**config.mk**
```make
export PLATFORM = sky130hd
export DESIGN_NAME = vote_window_filter
export DESIGN_NICKNAME = d
export VERILOG_FILES = /design/src/rtl/vote_window_filter.sv
export SDC_FILE = /design/constraint.sdc
export NUM_CORES = 1
export LEC_CHECK = 0
export CAP_MARGIN = 20
export CELL_PAD_IN_SITES_DETAIL_PLACEMENT = 1
export CELL_PAD_IN_SITES_GLOBAL_PLACEMENT = 2
export CORE_ASPECT_RATIO = 0.7
export CORE_MARGIN = 3
export CORE_UTILIZATION = 27
export DETAILED_ROUTE_END_ITERATION = 8
export MAX_ROUTING_LAYER = met4
export PLACE_DENSITY_LB_ADDON = 0.1
export SLEW_MARGIN = 30
export SYNTH_ARGS = -nofsm -noshare
export SYNTH_HDL_FRONTEND = slang
export SYNTH_SLANG_ARGS = --single-unit
export TNS_END_PERCENT = 10
```
**constraint.sdc**
```tcl
create_clock -name clk -period 1.53 [get_ports clk]
set_input_delay 0.306 -clock clk [delete_from_list [all_inputs] [get_ports clk]]
set_output_delay 0.306 -clock clk [all_outputs]
set_load 0.1 [all_outputs]
```
**src/rtl/vote_window_filter.sv**
```systemverilog
// vote_window_filter: 4-sample sliding window feeding the 3-of-4 voter,
// with an internal registered vote and a debounced, change-strobed level.
module vote_window_filter #(
    parameter int unsigned STABLE_COUNT = 3,
    parameter int unsigned CNT_W        = 4
) (
    input  logic       clk,
    input  logic       reset,
    input  logic       clr,
    input  logic       in_valid,
    input  logic       in_bit,
    output logic [3:0] window,
    output logic [2:0] fill,
    output logic       vote_valid,
    output logic       vote,
    output logic       filt_out,
    output logic       changed
);

    localparam logic [1:0] ST_FILL = 2'd0;
    localparam logic [1:0] ST_LOW  = 2'd1;
    localparam logic [1:0] ST_HIGH = 2'd2;

    localparam logic [CNT_W:0] RUN_LIMIT = (CNT_W + 1)'(STABLE_COUNT);
    localparam logic [2:0]     FILL_MAX  = 3'd4;
    localparam logic [2:0]     FILL_VOTE = 3'd3;

    logic [3:0]       window_q, window_d;
    logic [2:0]       fill_q, fill_d;
    logic             vv_q, vv_d;
    logic             vote_q, vote_d;
    logic [1:0]       state_q, state_d;
    logic [CNT_W-1:0] run_q, run_d;
    logic             filt_q, filt_d;
    logic             chg_q, chg_d;
    logic [CNT_W:0]   run_inc;
    logic             run_hit;
    logic             take;

    // at-least-3-of-4, x=oldest .. w=newest
    function automatic logic maj4(input logic [3:0] win);
        logic x, y, z, w;
        x = win[3];
        y = win[2];
        z = win[1];
        w = win[0];
        return (x & y & w) | (x & y & z) | (x & z & w) | (y & z & w);
    endfunction

    assign take = in_valid & ~clr;

    // window shift, saturating fill count and registered vote
    always_comb begin
        window_d = window_q;
        fill_d   = fill_q;
        if (clr) begin
            window_d = '0;
            fill_d   = '0;
        end else if (in_valid) begin
            window_d = {window_q[2:0], in_bit};
            fill_d   = (fill_q >= FILL_MAX) ? FILL_MAX : fill_q + 3'd1;
        end
        vv_d   = take & (fill_q >= FILL_VOTE);
        vote_d = vv_d ? maj4(window_d) : vote_q;
    end

    assign run_inc = {1'b0, run_q} + {{CNT_W{1'b0}}, 1'b1};
    assign run_hit = (run_inc == RUN_LIMIT);

    // debounce FSM: a flip needs STABLE_COUNT consecutive disagreeing votes
    always_comb begin
        state_d = state_q;
        run_d   = run_q;
        filt_d  = filt_q;
        chg_d   = 1'b0;
        if (clr) begin
            state_d = ST_FILL;
            run_d   = '0;
        end else if (vv_q) begin
            unique case (state_q)
                ST_FILL: begin
                    filt_d  = vote_q;
                    run_d   = '0;
                    state_d = vote_q ? ST_HIGH : ST_LOW;
                end
                ST_LOW: begin
                    if (!vote_q) begin
                        run_d = '0;
                    end else if (run_hit) begin
                        filt_d  = 1'b1;
                        chg_d   = 1'b1;
                        run_d   = '0;
                        state_d = ST_HIGH;
                    end else begin
                        run_d = run_inc[CNT_W-1:0];
                    end
                end
                ST_HIGH: begin
                    if (vote_q) begin
                        run_d = '0;
                    end else if (run_hit) begin
                        filt_d  = 1'b0;
                        chg_d   = 1'b1;
                        run_d   = '0;
                        state_d = ST_LOW;
                    end else begin
                        run_d = run_inc[CNT_W-1:0];
                    end
                end
                default: begin
                    state_d = ST_FILL;
                    run_d   = '0;
                end
            endcase
        end
    end

    // state registers; reset overrides clr and sampling
    always_ff @(posedge clk) begin
        if (reset) begin
            window_q <= '0;
            fill_q   <= '0;
            vv_q     <= 1'b0;
            vote_q   <= 1'b0;
            state_q  <= ST_FILL;
            run_q    <= '0;
            filt_q   <= 1'b0;
            chg_q    <= 1'b0;
        end else begin
            window_q <= window_d;
            fill_q   <= fill_d;
            vv_q     <= vv_d;
            vote_q   <= vote_d;
            state_q  <= state_d;
            run_q    <= run_d;
            filt_q   <= filt_d;
            chg_q    <= chg_d;
        end
    end

    assign window     = window_q;
    assign fill       = fill_q;
    assign vote_valid = vv_q;
    assign vote       = vote_q;
    assign filt_out   = filt_q;
    assign changed    = chg_q;

endmodule

```
==> impl_metrics.json, run 1 <==
{
  "gp_congestion": 0.734,
  "first_iter_violations": 15,
  "synth_most_common_cell": "dfxtp_1",
  "hpwl_um": 1930,
  "setup_ws_ps": -66.1,
  "avgRoutedWirePerCell_um": 14.9,
  "num_rows": 16,
  "power_frac_seq_pct": 50.6,
  "grt_pass1_vias": 858,
  "ys_seq_area_share_pct": 37.7,
  "reg2reg_setup_slack_ps": -70,
  "syn_to_final_growth_pct": 62.0,
  "utilization_pct": 49.0,
  "cp.buffers_inverters": 1,
  "hold_viol": 0,
  "reg2reg_depth": 7,
  "required_ps": 1720,
  "cts_buffer_depth": 2,
  "whs_endpoint": "run_q[0]",
  "holdWs_ps": 510,
  "final-instance-count-excl-fill": 174,
  "cpMaxStageDelayCell": "or3_1",
  "crit_arrival_ps": 1790,
  "slew_headroom_pct": 77.8,
  "initial_core_util_pct": 30.2,
  "rsz0062_at_grt": "yes",
  "cts-root-buf": "clkbuf_8",
  "cp-end-kind": "flop",
  "criticalPathCategory": "flop to flop",
  "viasPerCell": 4.74,
  "cts_buffers": 3,
  "ys_types": 32,
  "dp.cells": 169,
  "clk_latency_ps": 250,
  "ys_top_cells_by_count": "dfxtp_1 (17), nor2_1 (16), ha_1 (9)",
  "fmax_mhz": 627,
  "worstPathCellList": "inv_4 > ha_4 > mux2i_1 > and4b_1 > a22oi_2 > or3_1 > a21oi_2",
  "syn-instance-count": 103,
  "r2r_start": "state_q[1]",
  "swShare_pct": 23.7,
  "syn-num-nets": 117,
  "cpLargestDelayFamily": "simple AND/OR/NAND/NOR gates",
  "r2r_end": "filt_out",
  "violations": "setup timing",
  "ys.flop_type": "dfxtp_1",
  "clock-skew-final_ps": 5.47,
  "postRouteAntennaNets": 0,
  "cpPeakStageDelay_ps": 390,
  "grt_util_all_layers_pct": 13.9,
  "ys_ff_latch": 17,
  "yosys_warnings": 0,
  "layout_worst_path_cycle_share_pct": 104,
  "synth_top_area_share_pct": 37.7,
  "design.core.area_um2": 2980,
  "cts.sinks": 17,
  "synth_edf_count": 0,
  "wl_um": 2590,
  "status": "finished, violations left",
  "internal-power_mw": 0.666,
  "path_clk_slew_ps": 70,
  "synthTopCellsByArea": "dfxtp_1 (38%), ha_1 (12%), mux2i_1 (7.8%)",
  "cts_tree": "built",
  "finalMaxSlewViolations": 0,
  "fin_crit_ps": 1600,
  "dieHeight_um": 54.4,
  "ios": 16,
  "cts-hold-fix-buffers": 0,
  "vias": 825,
  "grt_max_degree": 10,
  "die_area_um2": 4080,
  "power_frac_comb_pct": 10.7,
  "critPathLaunchType": "flop",
  "synth_top_area_cell": "dfxtp_1",
  "fp.dieW_um": 75.1,
  "layout.nets": 153,
  "vdd_drop_max_uv": 392,
  "hp-class": "flop to flop",
  "drc": 0,
  "async_flop_share_pct": 0,
  "crit_path_max_fanout": 6,
  "syn_area_um2": 902,
  "worst_pin_slew_ps": 333,
  "grt_pass1_wl_um": 4020,
  "drive_gt1_share_pct": 39.9,
  "clkPwrFrac_pct": 38.7,
  "p_switching_mw": 0.207,
  "holdPathStages": 2,
  "drt_first_pass_iters": 4,
  "grt_overflow": 0,
  "hold_start": "run_q[0]",
  "startpoint": "state_q[1]",
  "cts.htree.levels": 1,
  "power_density_nw_per_um2": 597,
  "drv_cap": 0,
  "antenna_found_initial": 0,
  "avgSynthCellArea_um2": 8.76,
  "leakagePower_nw": 0.571,
  "antennaDiodeCount": 0,
  "numPortBuffers": 15,
  "power_mw": 0.873,
  "setup_viol": 4
}
## logic make-up after synthesis
group                    count (synthesis)  share of synthesized area (%)
flip-flops                              17                           37.7
multiplexers                             8                           9.02
AND/OR/NAND/NOR                         35                           19.0
adder cells (fa/ha/maj)                  9                           12.5
buffers and inverters                   10                           4.30
AO/OA/AOI/OAI                           24                           17.5
## worst max-delay path by stage
stage                     cells past startpoint        to
after floorplan                               6  filt_out
after global placement                        4  filt_out
after detailed placement                      7  filt_out
after CTS                                     7  filt_out
after global routing                          7  filt_out
final                                         7  filt_out
## area by class of cell
class / count / area [um2]
flip-flops and latches: 17 / 362
well taps: 36 / 45.0
clock buffers: 4 / 45.0
fillers: 328 / 1520
inverters: 7 / 31.3
multi-input cells: 76 / 576
repair buffers: 34 / 403
## metal layers
| metal | global-route usage [%] | vias up | routed length [um] |
|---|---|---|---|
| met3 | 4.40 | 2 | 112 |
| met1 | 17.9 | 376 | 1360 |
| met4 | 3.55 | 0 | 14 |
| met5 | - | - | 0 |
| met2 | 21.0 | 20 | 1100 |
| li1 | - | 427 | - |
## stage by stage
| stage | worst slack (ps) | TNS (ps) | cell area, um2 |
|---|---|---|---|
| 6_report | -66.1 | -178 | 1460 |
| 5_1_grt | -176 | -758 | 1460 |
| 4_1_cts | -69.7 | -239 | 1400 |
| 3_5_place_dp | -144 | -628 | 1340 |
| 3_3_place_gp | -95.9 | -258 | 1340 |
| 2_1_floorplan | -138 | -395 | 920 |
## tightest hold or removal path: stages, from the launching register on
cell	delay, ps
dfxtp_2	340
nand2b_1	70
a21oi_1	60
## state kept, by name, indices dropped and copies added, names as in the netlist
signal and cells:
state_q 2, window 4, filt_out 1, vote 1, vote_valid 1, fill 3
changed 1, run_q 4
## cell usage in the layout (no fill, tap or decap), drive strengths merged, types with 2 or more instances in the layout
cell type,n
inv,7
nor2,16
nand3,3
mux2i,7
clkbuf,4
and3,2
or2,2
clkdlybuf4s50,4
nand2,3
ha,9
buf,30
o21ai,6
dfxtp,17
nand2b,3
a21oi,7
## power by group through the flow
stage / combinational [mW] / clock (mW) / sequential (mW)
after floorplan: 0.0218 / 0 / 0.476
after global placement: 0.0915 / 0 / 0.455
after detailed placement: 0.0932 / 0 / 0.455
after CTS: 0.0935 / 0.351 / 0.445
after global routing: 0.0999 / 0.364 / 0.442
final: 0.0936 / 0.338 / 0.442
## what timing repair did
action,4_1_cts,5_1_grt
setup buffers,0,1
setup endpoints to repair,7,8
gates cloned,0,0
pin swaps,3,8
gates resized for setup,7,14
Note: power is estimated with default switching activity, not from simulation.
==> run 2: changes to the inputs <==
--- a/config.mk
+++ b/config.mk
@@ -8,12 +8,11 @@
 export CAP_MARGIN = 20
 export CELL_PAD_IN_SITES_DETAIL_PLACEMENT = 1
 export CELL_PAD_IN_SITES_GLOBAL_PLACEMENT = 2
-export CORE_ASPECT_RATIO = 0.7
 export CORE_MARGIN = 3
 export CORE_UTILIZATION = 27
 export DETAILED_ROUTE_END_ITERATION = 8
-export MAX_ROUTING_LAYER = met4
 export PLACE_DENSITY_LB_ADDON = 0.1
+export REMOVE_ABC_BUFFERS = 1
 export SLEW_MARGIN = 30
 export SYNTH_ARGS = -nofsm -noshare
 export SYNTH_HDL_FRONTEND = slang
==> run 2 against run 1 <==
  * The run still ends with setup timing left
  * Sequential power is essentially flat
  * Final cell count up 9.2%
  * Register-to-register slack gained 40 ps
  * Clock skew is 4.5 ps higher
  * Sequential share of layout area down 1.5 points
==> impl_metrics.json, run 2 (synthesis results as in run 1) <==
{
  "hpwl_um": 1880,
  "crit_path_max_fanout": 4,
  "hp-class": "flop to flop",
  "antenna_found_initial": 0,
  "worstSetupPathDepth": 7,
  "die_area_um2": 4070,
  "cp.buffers_inverters": 1,
  "utilization_pct": 48.2,
  "dp.cells": 185,
  "layout_worst_path_cycle_share_pct": 101,
  "cpLargestDelayFamily": "simple AND/OR/NAND/NOR gates",
  "setup_viol": 2,
  "grt_util_all_layers_pct": 13.8,
  "avgRoutedWirePerCell_um": 13.2,
  "grt_overflow": 0,
  "design.core.area_um2": 3130,
  "layout.nets": 161,
  "clk_latency_ps": 300,
  "fp.dieW_um": 63.8,
  "reg2reg_depth": 7,
  "cts-root-buf": "clkbuf_4",
  "critPathLaunchType": "flop",
  "cts_tree": "built",
  "status": "finished, violations left",
  "violations": "setup timing",
  "cts.htree.levels": 1,
  "worst_pin_slew_ps": 257,
  "ios": 16,
  "cts-hold-fix-buffers": 0,
  "grt_pass1_wl_um": 4370,
  "grt_pass1_vias": 937,
  "clock-skew-final_ps": 10.0,
  "holdPathStages": 1,
  "syn_to_final_growth_pct": 67.0,
  "pre_cts_slack_ps": -161,
  "numPortBuffers": 15,
  "fmax_mhz": 644,
  "cpPeakStageDelay_ps": 400,
  "slew_headroom_pct": 82.9,
  "setup_ws_ps": -21.6,
  "vias": 858,
  "placed_cell_area_um2": 1400,
  "finalMaxSlewViolations": 0,
  "crit_arrival_ps": 1790,
  "required_ps": 1770,
  "cpMaxStageDelayCell": "dfxtp_4",
  "cts_buffers": 3,
  "first_iter_violations": 11,
  "drv_cap": 0,
  "drt_first_pass_iters": 2,
  "num_rows": 20,
  "path_clk_slew_ps": 110,
  "wl_um": 2500,
  "hold_viol": 0,
  "viasPerCell": 4.52,
  "fin_setup_tns_ps": -33.1,
  "final_cell_mix": "buf_4 (27), nor2_1 (15), dfxtp_1 (13)",
  "dieHeight_um": 63.8,
  "power_mw": 0.785,
  "postRouteAntennaNets": 0,
  "criticalPathCategory": "flop to flop",
  "design_area_um2": 1510,
  "leakagePower_nw": 0.603,
  "cts.sinks": 17,
  "rsz0062_at_grt": "yes",
  "drc": 0,
  "holdWs_ps": 499,
  "grt_max_degree": 11,
  "final_common_cell": "buf_4",
  "fin_crit_ps": 1550,
  "initial_core_util_pct": 28.8,
  "gp_congestion": 0.736,
  "vdd_drop_max_uv": 596,
  "drive_gt1_share_pct": 39.7,
  "cp-end-kind": "flop",
  "antennaDiodeCount": 0,
  "cts_buffer_depth": 2,
  "power_density_nw_per_um2": 521,
  "final-instance-count-excl-fill": 190,
  "worstPathCellList": "inv_4 > ha_4 > mux2i_1 > and4b_1 > a22oi_2 > or3_1 > a21oi_1"
}
[run 2: cell types whose count changed in the layout (fill, tap and decap cells not counted)]
cell and change:
clkbuf_4 +3, nor2_2 -1, dfxtp_2 -3, nor2_4 +1, clkbuf_8 -3, dfxtp_1 +5, dfxtp_4 -2, o21ai_2 +1
a21oi_1 +1, o21ai_0 -1, buf_4 +8, a21oi_2 -1
[run 2: worst reg2reg max path, stage by stage, from the launching register on]
cell and delay (ps):
dfxtp_4 400, inv_4 40, ha_4 150, mux2i_1 110, and4b_1 220, a22oi_2 90
or3_1 360, a21oi_1 120
[run 2: where the power goes]
part | internal, mW | switching [mW]
Clock | 0.101 | 0.148
Sequential | 0.441 | 0.00297
Combinational | 0.0429 | 0.0490
Total | 0.586 | 0.200
[run 2: final timing paths]
check                           slack (ps)        from        to
worst min register to register         500    run_q[3]  run_q[3]
worst min-delay path                   500    run_q[3]  run_q[3]
worst max-delay path                   -20  state_q[0]  filt_out
worst max register to register         -20  state_q[0]  filt_out
[run 2: routing by layer]
layer | vias to the layer above | wire length, um | global-route usage (%)
met2 | 13 | 1220 | 23.5
met1 | 399 | 1170 | 17.1
met5 | - | 0 | 0
met3 | 2 | 88 | 4.39
li1 | 444 | - | -
met4 | 0 | 19 | 2.43
[run 2: cell type report]
cell class,instances,area (um2)
Fill cell,368,1620
Multi-Input combinational cell,76,581
Timing Repair Buffer,42,463
Sequential cell,17,350
Tap cell,44,55.1
Inverter,7,31.3
Clock buffer,4,26.3
[run 2: timing repair]
action | 4_1_cts | 5_1_grt
buffers inserted | 1 | 0
cloned | 0 | 0
pin swaps | 8 | 3
setup endpoints to repair | 7 | 7
gates resized for setup | 16 | 7
==> run 3: changes to the inputs <==
--- a/config.mk
+++ b/config.mk
@@ -11,7 +11,7 @@
 export CORE_MARGIN = 3
 export CORE_UTILIZATION = 27
 export DETAILED_ROUTE_END_ITERATION = 8
-export PLACE_DENSITY_LB_ADDON = 0.1
+export PLACE_DENSITY = 0.83
 export REMOVE_ABC_BUFFERS = 1
 export SLEW_MARGIN = 30
 export SYNTH_ARGS = -nofsm -noshare
==> run 3 against run 2 <==
  * The flow still finishes with violations (setup timing)
  * Die area stayed put
  * Routed wire length is 0.24% higher
  * Register-to-register slack worse by 90 ps
  * Non-clock buffer count is 6 lower
  * Critical path type unchanged
==> impl_metrics.json, run 3 (synthesis results as in run 1) <==
{
  "status": "finished, violations left",
  "violations": "setup timing",
  "placed_cell_area_um2": 1360,
  "antenna_found_initial": 0,
  "num_rows": 20,
  "crit_path_max_fanout": 6,
  "grt_max_degree": 11,
  "design.core.area_um2": 3130,
  "seq_area_um2": 350,
  "leakagePower_nw": 0.580,
  "cts-root-buf": "clkbuf_4",
  "syn_to_final_growth_pct": 61.2,
  "pre_cts_slack_ps": -192,
  "slew_headroom_pct": 77.1,
  "drive_gt1_share_pct": 37.1,
  "hold_start": "run_q[3]",
  "design_area_um2": 1450,
  "worst_pin_slew_ps": 344,
  "finalMaxSlewViolations": 0,
  "cts_tree": "built",
  "avgRoutedWirePerCell_um": 13.6,
  "grt_util_all_layers_pct": 13.6,
  "r2r_start": "state_q[0]",
  "drt_first_pass_iters": 2,
  "initial_core_util_pct": 28.8,
  "reg2reg_setup_slack_ps": -110,
  "power_density_nw_per_um2": 538,
  "fp.dieW_um": 63.8,
  "required_ps": 1770,
  "layout_worst_path_cycle_share_pct": 107,
  "layout.nets": 155,
  "drc": 0,
  "numPortBuffers": 15,
  "vias": 865,
  "cpPeakStageDelay_ps": 400,
  "clock-skew-final_ps": 2.25,
  "ios": 16,
  "vdd_drop_max_uv": 252,
  "critPathLaunchType": "flop",
  "postRouteAntennaNets": 0,
  "multi_input_area_um2": 572,
  "drv_cap": 0,
  "cpMaxStageDelayCell": "dfxtp_4",
  "hold_viol": 0,
  "hp-class": "flop to flop",
  "reg2reg_depth": 7,
  "worstPathCellList": "inv_4 > ha_4 > mux2i_1 > and4b_1 > a22oi_2 > or3_4 > a21oi_2",
  "worstSetupPathDepth": 7,
  "cp.buffers_inverters": 1,
  "final_common_cell": "buf_4",
  "wl_um": 2510,
  "grt_pass1_vias": 949,
  "path_clk_slew_ps": 100,
  "cp-end-kind": "flop",
  "die_area_um2": 4070,
  "r2r_end": "filt_out",
  "worstSetupEndpoint": "filt_out",
  "final_cell_mix": "buf_4 (21), nor2_1 (16), dfxtp_1 (13)",
  "gp_congestion": 0.736,
  "cts.sinks": 17,
  "rsz0062_at_grt": "yes",
  "dieHeight_um": 63.8,
  "startpoint": "state_q[0]",
  "grt_pass1_wl_um": 4320,
  "setup_ws_ps": -114,
  "cts_buffers": 3,
  "cts.htree.levels": 1,
  "grt_overflow": 0,
  "viasPerCell": 4.70,
  "setup_viol": 3,
  "first_iter_violations": 25,
  "fin_crit_ps": 1640,
  "fmax_mhz": 608,
  "hpwl_um": 1860,
  "criticalPathCategory": "flop to flop",
  "cpLargestDelayFamily": "simple AND/OR/NAND/NOR gates",
  "cts_buffer_depth": 2,
  "fillCellCount": 372,
  "antennaDiodeCount": 0,
  "clk_latency_ps": 290,
  "crit_arrival_ps": 1880
}
==> run 3: final cells by class <==
type	instances	share of cell area (%)
inverter	7	2.15
multi-input combinational	76	39.3
clock inverter	1	0.344
tap	44	3.79
clock buffer	3	1.55
sequential	17	24.1
timing repair buffer	36	28.7
==> run 3: metal layers <==
| metal | wire [um] | part of all wire, % | global-route usage (%) | vias to the layer above |
|---|---|---|---|---|
| met5 | 0 | 0 | 0 | - |
| met4 | 40 | 1.6 | 5.66 | 0 |
| met3 | 45 | 1.8 | 2.46 | 4 |
| met2 | 1330 | 53 | 24.4 | 11 |
| met1 | 1090 | 43 | 15.6 | 417 |
| li1 | - | - | - | 433 |
==> run 3: report_power, final <==
part           switching, mW  internal (mW)
clock                  0.150         0.0973
sequential           0.00296          0.441
combinational         0.0496         0.0416
total                  0.202          0.580
==> run 3: how the worst min path moves through the flow <==
stage	end	cells past startpoint
after global placement	run_q[3]	1
final	run_q[3]	1
after detailed placement	run_q[3]	1
after floorplan	filt_out	1
after CTS	run_q[3]	1
after global routing	run_q[3]	1
==> run 3: repair_timing <==
item | in CTS | in global routing
setup buffers | 1 | 0
hold buffers | 0 | 0
pin swaps | 7 | 2
endpoints found under the setup margin | 7 | 8
gates resized for setup | 13 | 5
==> run 3: per-stage QoR <==
step                      hold slack [ps]  setup TNS [ps]  util, %  total power [mW]  cells
after global routing                  546            -738     46.5             0.824    184
after detailed placement              483            -755     43.3             0.549    179
after global placement                480            -346     43.3             0.547    179
after CTS                             504            -188     45.7             0.797    184
final                                 508            -130     46.5             0.783    184
after floorplan                       375           -4990        -             0.496    100
